===== src/rtl/collatz_responder_pkg.sv =====
// collatz_responder_pkg: shared width defaults, FSM encoding and guard-width helper
package collatz_responder_pkg;
    localparam int INT_N      = 27;
    localparam int GUARD_BITS = 2;
    typedef enum logic [1:0] {IDLE = 2'd0, RUN = 2'd1, DONE = 2'd2} state_t;
    function automatic int guard_width(input int w);
        return w + GUARD_BITS;
    endfunction
endpackage


===== src/rtl/collatz_step.sv =====
// collatz_step: one combinational Collatz step with 3n+1 overflow detection
module collatz_step
    import collatz_responder_pkg::*;
#(
    parameter int intN = INT_N
) (
    input  logic [intN-1:0] n,
    output logic [intN-1:0] n_next,
    output logic            ovf
);
    localparam int GW = guard_width(intN);
    logic [GW-1:0] tri_n;
    always_comb begin
        tri_n  = GW'(n) * GW'(3) + GW'(1);
        ovf    = n[0] && (|tri_n[GW-1:intN]);
        n_next = n[0] ? tri_n[intN-1:0] : n >> 1;
    end
endmodule


===== src/rtl/collatz_responder.sv =====
// collatz_responder: ready/valid wrapper that counts Collatz steps from in0 down to 1
module collatz_responder
    import collatz_responder_pkg::*;
#(
    parameter int intN = INT_N
) (
    input  logic            clk,
    input  logic            nrst,
    input  logic            in_valid,
    output logic            in_ready,
    input  logic [intN-1:0] in0,
    output logic            out_valid,
    input  logic            out_ready,
    output logic [intN-1:0] out0,
    output logic            out_ovf
);
    state_t          state, state_nx;
    logic [intN-1:0] n, n_nx, cnt, cnt_nx, step_n;
    logic            ovf, ovf_nx, step_ovf;

    collatz_step #(.intN(intN)) u_step (
        .n      (n),
        .n_next (step_n),
        .ovf    (step_ovf)
    );

    always_comb begin
        state_nx = state;
        n_nx     = n;
        cnt_nx   = cnt;
        ovf_nx   = ovf;
        case (state)
            IDLE: if (in_valid) begin
                n_nx     = in0;
                cnt_nx   = '0;
                ovf_nx   = 1'b0;
                state_nx = (in0 <= intN'(1)) ? DONE : RUN;
            end
            RUN: if (step_ovf || (&cnt)) begin
                // overflow or saturated counter: freeze count and flag the result
                ovf_nx   = 1'b1;
                state_nx = DONE;
            end else begin
                n_nx     = step_n;
                cnt_nx   = cnt + intN'(1);
                state_nx = (step_n == intN'(1)) ? DONE : RUN;
            end
            DONE: state_nx = out_ready ? IDLE : DONE;
            default: state_nx = IDLE;
        endcase
    end

    always_ff @(posedge clk or negedge nrst) begin
        if (!nrst) begin
            state <= IDLE;
            n     <= '0;
            cnt   <= '0;
            ovf   <= 1'b0;
        end else begin
            state <= state_nx;
            n     <= n_nx;
            cnt   <= cnt_nx;
            ovf   <= ovf_nx;
        end
    end

    // result is only visible in DONE so no partial count ever leaks out
    assign in_ready  = (state == IDLE);
    assign out_valid = (state == DONE);
    assign out0      = out_valid ? cnt : '0;
    assign out_ovf   = out_valid & ovf;
endmodule


===== config.mk =====
export PLATFORM = sky130hd
export DESIGN_NAME = collatz_responder
export DESIGN_NICKNAME = d
export VERILOG_FILES = /design/src/rtl/collatz_responder_pkg.sv /design/src/rtl/collatz_step.sv /design/src/rtl/collatz_responder.sv
export SDC_FILE = /design/constraint.sdc
export NUM_CORES = 1
export LEC_CHECK = 0
export CAP_MARGIN = 30
export CELL_PAD_IN_SITES_DETAIL_PLACEMENT = 1
export CELL_PAD_IN_SITES_GLOBAL_PLACEMENT = 1
export CORE_MARGIN = 8
export CORE_UTILIZATION = 40
export CTS_CLUSTER_DIAMETER = 30
export CTS_CLUSTER_SIZE = 10
export DETAILED_ROUTE_END_ITERATION = 8
export PLACE_DENSITY = 0.82
export SLEW_MARGIN = 30
export SYNTH_ARGS = -nofsm -noshare
export SYNTH_HDL_FRONTEND = slang
export SYNTH_SLANG_ARGS = --single-unit

===== constraint.sdc =====
create_clock -name clk -period 4.9 [get_ports clk]
set_input_delay 1.225 -clock clk [delete_from_list [all_inputs] [get_ports clk]]
set_output_delay 1.225 -clock clk [all_outputs]
set_load 0.03 [all_outputs]

## After elaboration in Yosys (flattened, before gate mapping)

Index checks and enable logic that the tools add are counted.

- Logic and storage cells: 40
- Output and inout port bits: 30
- Flip-flop bits (word level): 57
- Input bits: 31

- Multiply operators: 1
- Add/sub/neg operators: 2
- Bitwise logic cells: 1
- $lt $le $gt $ge: 1
- Muxes and demuxes: 17
- Reductions and logical operators: 8
- Equal/unequal tests: 6

Operators by type and width:

| cell | number |
|---|---|
| $mux 27 | 6 |
| $pmux 27 s2 | 2 |
| $add 29x1->29 const B | 1 |
| $mul 27x2->29 const B | 1 |
| $add 27x1->27 const B | 1 |
| $eq 27x1->1 const B | 1 |
| $le 27x1->1 const B | 1 |
| $reduce_and 27->1 | 1 |
| $mux 2 | 5 |
| $ne 2x2->1 const B | 3 |
| $pmux 2 s3 | 1 |
| $reduce_and 3->1 | 2 |
| $eq 2x1->1 const B | 1 |
| $eq 2x2->1 const B | 1 |
| $logic_not 2->1 | 1 |
| $mux 1 | 2 |
| $pmux 1 s2 | 1 |
| $reduce_bool 2->1 | 1 |
| $reduce_or 2->1 | 1 |
| $and 1x1->1 | 1 |
| $logic_and 1x1->1 | 1 |
| $logic_or 1x1->1 | 1 |

## Longest topological paths before layout

- Depth after elaboration: 7
- Mapped depth: 14
- Mapped depth without buffers: 11

## By module

From an unflattened synthesis, not the netlist that was laid out.

- Cells, all modules: 646
- Area, all modules: 5098.6 um^2

Modules (own cells, without submodules):

| module | area each (um^2) | times used | sequential area each (um^2) | cells an instance |
|---|---|---|---|---|
| collatz_responder | 3335.7 | 1 | 1426.4 | 394 |
| collatz_step | 1762.9 | 1 | 0.0 | 252 |

## Worst setup path after synthesis

Ideal clock, no wire load.

- Kind: register -> register
- Start point: register n[0]
- End point: register state[0]
- Data required time: 4.764 ns
- Clock period less this slack: 3.550 ns
- Stages on the path, launching flop included: 15
- Slack: 1.350 ns
- Library setup time: 0.136 ns
- Arrival time: 3.414 ns
- Buffers on the path: 3
- Cells stage by stage: dfrtp_1 buf_6 inv_1 clkbuf_1 clkbuf_1 ha_1 or2b_1 a21oi_2 o21ai_1 and3_1 a311oi_1 nand3_1 or4_1 nor4_2 o22ai_1

- Cells in the longest elaborated chain, start to end: 7
- Elaborated cells between the ends (all ways): 10
- Those cells by class: add/sub (1); mul (1); eq/ne (1); mux (4); reduce/logical (3)

RTL lines:

| item | line | RTL |
|---|---|---|
| start: declaration | collatz_responder.sv:18 | `logic [intN-1:0] n, n_nx, cnt, cnt_nx, step_n;` |
| start signal: assignment | collatz_responder.sv:61 | `n <= n_nx;` |
| $mul 27x2->29 | collatz_step.sv:14 | `tri_n = GW'(n) * GW'(3) + GW'(1);` |
| $add 29x1->29 | collatz_step.sv:14 |  |
| $mux 27 / $reduce_or 2->1 (equally long branches) | collatz_step.sv:16, collatz_step.sv:15 |  |
| $eq 27x1->1 / $logic_and 1x1->1 (equally long branches) | collatz_responder.sv:46, collatz_step.sv:15 |  |
| $mux 2 / $logic_or 1x1->1 (equally long branches) | collatz_responder.sv:46, collatz_responder.sv:39 |  |
| $mux 2 * | collatz_responder.sv:39 | `RUN: if (step_ovf \|\| (&cnt)) begin` |
| $pmux 2 s3 * | collatz_responder.sv:32 | `case (state)` |
| end signal: assignment | collatz_responder.sv:60 | `state <= state_nx;` |
| end: declaration | collatz_responder.sv:17 | `state_t state, state_nx;` |

Mark *: on every way between the ends. The rest lies on a longest branch, timed or not.
A chain may end at the register's enable or synchronous reset.

## Worst setup path after layout

Ends and elaborated chain as after synthesis.

==> reports/results.txt <==
The launching instance or port of the critical path was n[0]$_DFFE_PN0P_. The critical path goes through buf_4, inv_1, ha_1, or2b_1, a21oi_2, o21ai_1, and3_1, nor4_1, nand4_1, a2111o_1, nor4_2, o22ai_1. The mean instance size in the synthesized netlist was 8.11 sq um; the average via count per standard cell was 6.26.

The tools report the via count of the first global-routing pass as 5913. The worst register-to-register path ends at state[0]$_DFFE_PN0P_. The commonest cells after synthesis are sky130_fd_sc_hd__nand2_1, sky130_fd_sc_hd__dfrtp_1, sky130_fd_sc_hd__a21oi_1, sky130_fd_sc_hd__o21ai_0, sky130_fd_sc_hd__nor2_1. The final route contains 5688 vias. For this run, the leading register cell type out of synthesis is sky130_fd_sc_hd__dfrtp_1. VDD sags by at most 563 uV.

The logs give 0 for the final-report max-slew violation count and 0 for the hold buffer count at CTS. Buffers placed on the I/O ports in this run total 60. The flow ran to the end, and the final reports show no timing, DRC or antenna violations. Across the run, the number of max-cap violations was 0. The share of synthesized area occupied by flip-flops and latches was 0.257; the post-CTS resize count was 0.

The measured slew at the worst slew-check pin is 0.924 ns. For the initial antenna violation count, the log shows 0. Counting the buffers created by CTS gives 9. For the worst flop-to-flop path, the logic depth is 12.

The clock arrives with 0.00815 ns of skew. Worst hold-check path type: flip-flop to flip-flop. The area of the mapped netlist is 0.00556 sq mm, and the number of cells on the worst hold path is 2. The width of the chip came out at 134 microns.

Summing all placed instances gives a cell area of 0.00624 sq mm. Achievable frequency: 0.260 GHz. For this design the top-level I/O count stands at 61. The Yosys step of the flow raised 0 warnings.

The endpoint of the worst hold path is ovf$_DFFE_PN0P_. The overall die height was 134 microns. The startpoint identified for the worst hold timing path is ovf$_DFFE_PN0P_. For the maximum number of pins on one net before global-route repair, the log shows 58. In this run, synthesis inferred 0 flip-flops with an integrated enable. The number of DRC markers in iteration 0 was 355. STA classifies the critical path endpoint as a flip-flop. The post-detailed-placement half-perimeter wirelength is 14700 microns. The largest total area in the synthesized netlist belongs to sky130_fd_sc_hd__dfrtp_1.

The kind of cell adding the most delay to the critical path was simple AND/OR/NAND/NOR gates. The number of buffers on the longest clock path is 2, and the static leakage is 2.67 nW. The run gives 19500 microns as the post-detailed-routing wire length. The die covers 0.0179 sq mm. TritonCTS built the clock tree. Area fraction of the dominant cell type after synthesis: 0.257.

For this run, design rule violations remaining after detail routing come to 0. The register clock-pin slew on the reported worst setup and hold paths works out to 0.06 ns. Counting distinct cell types in the post-synthesis netlist gives 75. The critical path is of the flip-flop to flip-flop type. Across all register-to-register paths, the minimum setup slack is 1.05 ns. In this run the worst path has a maximum fanout of 32.

The minimum clock period works out to 3.85 ns. Count of state elements after synthesis: 57. For the instance count of the mapped netlist, the log shows 686.

Most frequently used cell type in the post-synthesis netlist: sky130_fd_sc_hd__nand2_1. In this run the critical register-to-register path is launched from n[0]$_DFFE_PN0P_. The run gives 0.219 as the global-route usage over all layers.

For this run, the slowest stage of the critical path takes 0.56 ns. For the later-pin clock latency in the skew report, the log shows 0.35 ns. By area the synthesized netlist is led by sky130_fd_sc_hd__dfrtp_1, sky130_fd_sc_hd__ha_1, sky130_fd_sc_hd__nand2_1. Once the clock tree was built, the setup fixing pass inserted 0 buffers. The finished cells cover 0.00657 sq mm.

When the netlist entered floorplanning its net count stood at 749. The first global-routing pass estimated 31800 microns of wire. The run gives 0.405 as the initial core utilization. The fraction of layout instances using a drive strength above 1 is 0.0783, and the total global routing overflow is 0. For the final routed database, the setup TNS stands at 0 ns. The total power per unit cell area was 840 mW/mm^2; the headroom to the max-slew limit was 0.382.

At the worst endpoint, the required time is 5.08 ns. From synthesis to final layout, the design area changed by 18.2%. The number of antenna diodes is 0. For this run, the detailed router's first-pass iteration total came to 5. The largest individual stage delay along the critical path comes from the cell sky130_fd_sc_hd__nor4_1.

In the final design database the tool counted 786 nets. The worst setup path is launched from a flip-flop. Setup violations remaining at the end of the flow were counted as 0. After detailed routing, the average wire length per cell comes to 21.5 microns. The number of rows in the core area is 43, and the async set-reset flop share out of synthesis is 1.00. For the worst setup path, the data arrival time is 4.02 ns. Routability-driven placement congestion ratio: 0.984. For the number of nets with antenna violations after detailed routing, the log shows 0. The run gives 0.0137 sq mm as the core region area.

The number of buffers and inverters on the critical path was 2; the number of H-tree levels was 3. Number of clock sinks seen by CTS: 57. Setup repair after global routing left no endpoint under its margin. For the final hold violation count, the log shows 0. The final cycle utilization of the critical path came out at 0.785. The cell at the root of the clock tree is sky130_fd_sc_hd__clkbuf_16.
power by group:
part | total (mW) | switching (mW) | internal, mW
combinational | 4.00 | 2.51 | 1.49
clock | 0.713 | 0.263 | 0.450
sequential | 0.807 | 0.191 | 0.616
total | 5.52 | 2.96 | 2.55
cell type report:
cell class	instances	area, sq um
Fill cell	1665	7150
Clock inverter	7	103
Sequential cell	57	1430
Tap cell	180	225
Clock buffer	9	225
Timing Repair Buffer	70	671
Inverter	18	67.6
Multi-Input combinational cell	567	3850
per-stage QoR:
stage	total power [mW]	cells	hold WS, ns	setup slack (ns)	util
after floorplan	3.72	686	0.442	1.35	-
after global placement	4.54	892	0.467	1.19	0.455
after detailed placement	4.71	892	0.468	1.10	0.455
after CTS	5.46	908	0.480	1.05	0.479
after global routing	5.88	908	0.524	0.815	0.479
final	5.52	908	0.478	1.05	0.479
worst max-delay path by stage:
stage / endpoint / cells past startpoint
2_1_floorplan: state[0]$_DFFE_PN0P_ / 14
3_3_place_gp: state[0]$_DFFE_PN0P_ / 12
3_5_place_dp: state[0]$_DFFE_PN0P_ / 12
4_1_cts: state[0]$_DFFE_PN0P_ / 12
5_1_grt: state[0]$_DFFE_PN0P_ / 12
6_report: state[0]$_DFFE_PN0P_ / 12
layer usage:
metal | routed length [microns] | track usage
met5 | 0 | 0
met1 | 8280 | 0.262
met4 | 659 | 0.0930
met2 | 9670 | 0.373
met3 | 934 | 0.0460
registers in the layout (all words and copies together), names as in the netlist:
name and cells:
state 2, n 27, ovf 1, cnt 27
kinds of logic after synthesis:
kind of cell             count (synthesis)  synth area share
AO/OA/AOI/OAI                          207             0.256
adder cells (fa/ha/maj)                 32            0.0734
AND/OR/NAND/NOR                        275             0.267
buffers and inverters                   62            0.0511
flip-flops                              57             0.257
XOR/XNOR                                19            0.0299
multiplexers                            34            0.0664
layout by cell type (no fill, tap or decap), types with 9 or more instances in the layout:
cell,instances
sky130_fd_sc_hd__nand4_1,22
sky130_fd_sc_hd__nand3_1,25
sky130_fd_sc_hd__or3_1,12
sky130_fd_sc_hd__nor2_1,33
sky130_fd_sc_hd__nor3_1,11
sky130_fd_sc_hd__a21o_1,19
sky130_fd_sc_hd__or4_1,9
sky130_fd_sc_hd__clkbuf_16,9
sky130_fd_sc_hd__dfrtp_1,57
sky130_fd_sc_hd__inv_1,18
sky130_fd_sc_hd__o21ai_1,14
sky130_fd_sc_hd__o21ai_0,36
sky130_fd_sc_hd__nor4_1,14
sky130_fd_sc_hd__nor2b_1,9
sky130_fd_sc_hd__xor2_1,11
sky130_fd_sc_hd__a21oi_1,37
sky130_fd_sc_hd__clkdlybuf4s50_1,59
sky130_fd_sc_hd__o21a_1,10
sky130_fd_sc_hd__nand2_1,69
sky130_fd_sc_hd__ha_1,31
sky130_fd_sc_hd__o211ai_1,22
sky130_fd_sc_hd__buf_4,10
sky130_fd_sc_hd__and2_1,33
sky130_fd_sc_hd__a31oi_1,10
sky130_fd_sc_hd__mux2_1,15
sky130_fd_sc_hd__mux2i_1,11
tightest hold or removal path, cell delays in order (launching register included):
cell	delay (ns)
sky130_fd_sc_hd__dfrtp_1	0.33
sky130_fd_sc_hd__nand2_1	0.04
sky130_fd_sc_hd__o21ai_0	0.06
Note: power is estimated with default switching activity, not from simulation.
